## config.mk

```make
export PLATFORM = sky130hd
export DESIGN_NAME = fifo_uart_tx
export DESIGN_NICKNAME = d
export VERILOG_FILES = /design/src/rtl/fifo_uart_tx.sv
export SDC_FILE = /design/constraint.sdc
export NUM_CORES = 1
export LEC_CHECK = 0
export ABC_AREA = 0
export CAP_MARGIN = 30
export CORE_ASPECT_RATIO = 1.25
export CORE_MARGIN = 2
export CORE_UTILIZATION = 25
export DETAILED_ROUTE_END_ITERATION = 10
export PLACE_DENSITY_LB_ADDON = 0.25
export SYNTH_ARGS = -nofsm -noshare
export SYNTH_HDL_FRONTEND = slang
export SYNTH_SLANG_ARGS = --single-unit
export TNS_END_PERCENT = 1
```

## constraint.sdc

```tcl
create_clock -name clk -period 2.6 [get_ports clk]
set_clock_uncertainty 0.05 [all_clocks]
set_input_delay 0.26 -clock clk [delete_from_list [all_inputs] [get_ports clk]]
set_output_delay 0.26 -clock clk [all_outputs]
set_load 0.005 [all_outputs]
```

## src/rtl/fifo_uart_tx.sv

```systemverilog
// Drains a FIFO read port one word at a time and serialises each word onto a UART TX line.
// The frame is a start bit, WIDTH data bits LSB first, an optional parity bit and 1 or 2 stop bits.
module fifo_uart_tx #(
  parameter int WIDTH        = 8,
  parameter int CLKS_PER_BIT = 16,
  parameter int PARITY       = 0,
  parameter int STOP_BITS    = 1
) (
  input  logic             clk,
  input  logic             res,
  input  logic             empty,
  input  logic [WIDTH-1:0] rdata,
  output logic             shift_out,
  output logic             tx,
  output logic             busy
);

  localparam int CW = (CLKS_PER_BIT > 1) ? $clog2(CLKS_PER_BIT) : 1;
  localparam int IW = (WIDTH > 1) ? $clog2(WIDTH) : 1;

  generate
    if (CLKS_PER_BIT < 2 || !(STOP_BITS == 1 || STOP_BITS == 2) ||
        PARITY < 0 || PARITY > 2 || WIDTH < 1) begin : g_bad_params
      $error("fifo_uart_tx: illegal parameter combination");
    end
  endgenerate

  typedef enum logic [2:0] {IDLE, POP, LOAD, START, DATA, PAR, STOP} state_t;

  state_t           state_q, state_d;
  logic [CW-1:0]    cnt_q, cnt_d;
  logic [IW-1:0]    idx_q, idx_d;
  logic             stop_q, stop_d;
  logic [WIDTH-1:0] shreg_q, shreg_d;
  logic             par_q, par_d;
  logic             tx_q, tx_d;
  logic             shift_out_q, shift_out_d;
  logic             busy_q, busy_d;
  logic             bit_end;

  assign bit_end = (cnt_q == CW'(CLKS_PER_BIT - 1));

  always_comb begin
    state_d = state_q;
    cnt_d   = cnt_q;
    idx_d   = idx_q;
    stop_d  = stop_q;
    shreg_d = shreg_q;
    par_d   = par_q;
    case (state_q)
      IDLE:  if (!empty) state_d = POP;
      POP:   state_d = LOAD;
      LOAD: begin
        shreg_d = rdata;
        par_d   = (PARITY == 2) ? ~(^rdata) : ^rdata;
        cnt_d   = '0;
        state_d = START;
      end
      START: begin
        if (bit_end) begin
          cnt_d   = '0;
          idx_d   = '0;
          state_d = DATA;
        end else begin
          cnt_d = cnt_q + CW'(1);
        end
      end
      DATA: begin
        if (bit_end) begin
          cnt_d   = '0;
          shreg_d = shreg_q >> 1;
          if (idx_q == IW'(WIDTH - 1)) begin
            idx_d   = '0;
            stop_d  = 1'b0;
            state_d = (PARITY != 0) ? PAR : STOP;
          end else begin
            idx_d = idx_q + IW'(1);
          end
        end else begin
          cnt_d = cnt_q + CW'(1);
        end
      end
      PAR: begin
        if (bit_end) begin
          cnt_d   = '0;
          stop_d  = 1'b0;
          state_d = STOP;
        end else begin
          cnt_d = cnt_q + CW'(1);
        end
      end
      STOP: begin
        if (bit_end) begin
          cnt_d = '0;
          // empty is only looked at in the final stop cycle; a pending word goes straight to POP
          if (stop_q == 1'(STOP_BITS - 1)) begin
            stop_d  = 1'b0;
            state_d = empty ? IDLE : POP;
          end else begin
            stop_d = 1'b1;
          end
        end else begin
          cnt_d = cnt_q + CW'(1);
        end
      end
      default: state_d = IDLE;
    endcase
  end

  // Outputs are decoded from the next state so the registered copies line up with state_q.
  always_comb begin
    tx_d        = 1'b1;
    shift_out_d = (state_d == POP);
    busy_d      = (state_d != IDLE);
    case (state_d)
      START:   tx_d = 1'b0;
      DATA:    tx_d = shreg_d[0];
      PAR:     tx_d = par_d;
      default: tx_d = 1'b1;
    endcase
  end

  always_ff @(posedge clk or posedge res) begin
    if (res) begin
      state_q     <= IDLE;
      cnt_q       <= '0;
      idx_q       <= '0;
      stop_q      <= 1'b0;
      shreg_q     <= '0;
      par_q       <= 1'b0;
      tx_q        <= 1'b1;
      shift_out_q <= 1'b0;
      busy_q      <= 1'b0;
    end else begin
      state_q     <= state_d;
      cnt_q       <= cnt_d;
      idx_q       <= idx_d;
      stop_q      <= stop_d;
      shreg_q     <= shreg_d;
      par_q       <= par_d;
      tx_q        <= tx_d;
      shift_out_q <= shift_out_d;
      busy_q      <= busy_d;
    end
  end

  assign tx        = tx_q;
  assign shift_out = shift_out_q;
  assign busy      = busy_q;

endmodule

```

==> metrics.cfg <==
[worst_setup_path]
worstSetupStartpointType = flip-flop
path_class = flip-flop to flip-flop
cp-end-kind = flip-flop
worstPathMaxFanout = 9
arrival_ps = 2230
cp.required_ps = 2690

[run_status]
status = complete, no violations

[placed_design]
hpwlAfterDp_um = 2090
gp_congestion = 0.745
post_dp_cell_area_um2 = 1470
io_buffers = 13

[detailed_routing]
vias = 1065
wl_per_cell_um = 13.7
dr.pass1.iters = 4
route.detailed.drc = 0
drt_iter0_drc = 20
ant_nets = 0
routed_wl_um = 2880
viasPerCell = 5.07

[flow_run]
max_cap_viol_count = 0

[logic_synthesis]
synth_top_cell_area_share_pct = 40.8
synth-seq-area-share_pct = 42.9
syn-num-nets = 150
synth_ff_type = dfrtp_1
yosysUniqueCellTypes = 42
synth.largest_area_cell = dfrtp_1
syn_inst = 136
async_flop_share_pct = 100
avgSynthCellArea_um2 = 9.47
synth_area_leaders = dfrtp_1 41%, nand2_1 7.0%, xnor2_1 4.8%
synth_seq_cells = 22
synth.cell_area_um2 = 1290
synth-edff-count = 0
ys_warn_count = 0

[power_and_ir_drop]
p_per_area_nw_per_um2 = 438
netSwitchingPower_uw = 144
ir_drop_mv = 0.231
switching_share_pct = 21.5
pwr-share-comb_pct = 9.6
p_int_uw = 523
leakagePower_uw = 0.000684
clkPwrFrac_pct = 36.6
power_frac_seq_pct = 53.8

[final_layout]
nets = 163
nFillCells = 541
fin_area_um2 = 1520
diodes = 0
synthToLayoutAreaGrowth_pct = 18.2
drive_gt1_share_pct = 7.43

[min_path]
min_path_type = flip-flop to flip-flop

[timing]
maxSlewHeadroom_pct = 41.0
final.period_utilization_pct = 82.1
min_period_ps = 2140
max_freq_mhz = 468
worstMarginPinSlew_ps = 884
slew_viol_final = 0
setup_violations = 0
hold_viol = 0
rsz0062_at_grt = no
finalSetupTns_ps = 0

[floorplan]
die_w_um = 68.2
ioPinCount = 14
start_util_pct = 25.7
fp-row-count = 29
core-area_um2 = 5010
die_h_um = 84.2
die_area_um2 = 5740

[clock_tree]
clockBufferDepth = 2
cts_sinks = 22
cts.repair.resized = 0
postCtsHoldBufs = 0
cts_inserted_buffers = 3
cts_tree = yes
post-cts-setup-buffers = 0
clk_pin_slew_worst_paths_ps = 80
cts.root.buffer_cell = clkbuf_8
insertion_delay_ps = 260
h-tree-depth = 1

[global_routing]
grt_pass1_vias = 1089
grt_util_all_layers_pct = 11.0
grt_first_pass_wirelength_um = 5030
grt_overflow = 0
grt_antenna_before_repair = 0
grt_max_degree = 23

## metrics by stage
stage / instances / worst slack (ps) / utilization [%] / hold slack (ps) / power, uW
floorplan: 136 / 609 / - / 198 / 401
global placement: 206 / 558 / 29.3 / 416 / 429
detailed placement: 206 / 497 / 29.3 / 409 / 431
CTS: 210 / 498 / 30.4 / 427 / 680
global route: 210 / 310 / 30.4 / 452 / 700
finish: 210 / 464 / 30.4 / 421 / 667
## critical path: stages, from the launching register on
cell and delay (ps):
dfrtp_1 440, ha_1 300, and3_1 320, a32o_1 310
or2_4 250, or3_1 350
## worst paths after layout
kind / from / end / slack, ps / cells after the start
hold / removal: shreg_q[1] / shreg_q[1] / 420 / 2
max in group asynchronous: res / shreg_q[6] / 1520 / 2
min in group asynchronous: res / idx_q[1] / 440 / 2
hold reg to reg: shreg_q[1] / shreg_q[1] / 420 / 2
setup reg to reg: cnt_q[0] / busy / 460 / 5
setup / recovery: cnt_q[0] / busy / 460 / 5
## cells by family after synthesis
group	after synthesis	synth area share [%]
simple gates	51	20.4
compound gates	36	19.9
flops	22	42.9
buf+inv	12	5.15
xor+xnor	7	4.76
mux	5	3.98
fa+ha+maj	3	2.92
## flip-flops by register name, indices dropped and copies added (netlist names)
register / flops
shreg_q: 8
cnt_q: 4
idx_q: 3
state_q: 3
busy: 1
par_q: 1
shift_out: 1
tx: 1
## power groups by stage
| stage | sequential, uW | combinational [uW] | clock [uW] |
|---|---|---|---|
| 4_1_cts | 359 | 65.3 | 256 |
| 2_1_floorplan | 365 | 35.7 | 0 |
| 3_5_place_dp | 366 | 64.9 | 0 |
| 3_3_place_gp | 366 | 63.2 | 0 |
| 6_report | 359 | 63.7 | 244 |
| 5_1_grt | 361 | 70.9 | 269 |
## cells in the mapped netlist (all sizes together) (2+ instances only)
cell type and count:
a22oi 7, and3 3, clkbuf 2, a22o 2, nor2b 4, mux2i 4
nand3 2, dfrtp 21, buf 6, nor2 3, nor3b 4, nand2 24
and3b 2, inv 4, nand2b 2, a211oi 2, nor3 2, o221ai 3
ha 3, o21ai 5, o22ai 3, a21oi 5, xnor2 7
## per-layer routing
layer	wire length, um	part of all wire (%)	track usage, %
met1	1280	45	13.9
met4	26	0.90	3.09
met2	1510	52	19.2
met3	66	2.3	1.21
met5	0	0	0
## placed cells by master, fill, tap and decap left out, drive strengths merged
cell type / instances
nand2: 24
dfrtp: 21
clkdlybuf4s50: 13
a22oi: 7
xnor2: 7
a21oi: 5
o21ai: 5
nor3b: 4
nor2b: 4
inv: 4
mux2i: 4
clkbuf: 4
and3: 3
o22ai: 3
nor2: 3
o221ai: 3
ha: 3
buf: 3
nand3: 2
nand2b: 2
nor3: 2
and3b: 2
a22o: 2
a211oi: 2
o21a: 1
nand4: 1
a32o: 1
o221a: 1
or2: 1
a21boi: 1
a221oi: 1
a211o: 1
or3: 1
mux2: 1
nand4b: 1
a32oi: 1
or2b: 1
a31oi: 1
a21o: 1
dfstp: 1
## cell type report
type	instances	area, um2	share of cell area, %
sequential	22	552	36.3
multi-input combinational	102	669	44.0
timing repair buffer	16	153	10.0
clock buffer	4	55.1	3.62
inverter	4	15.0	0.987
tap	62	77.6	5.10
Note: power is estimated with default switching activity, not from simulation.
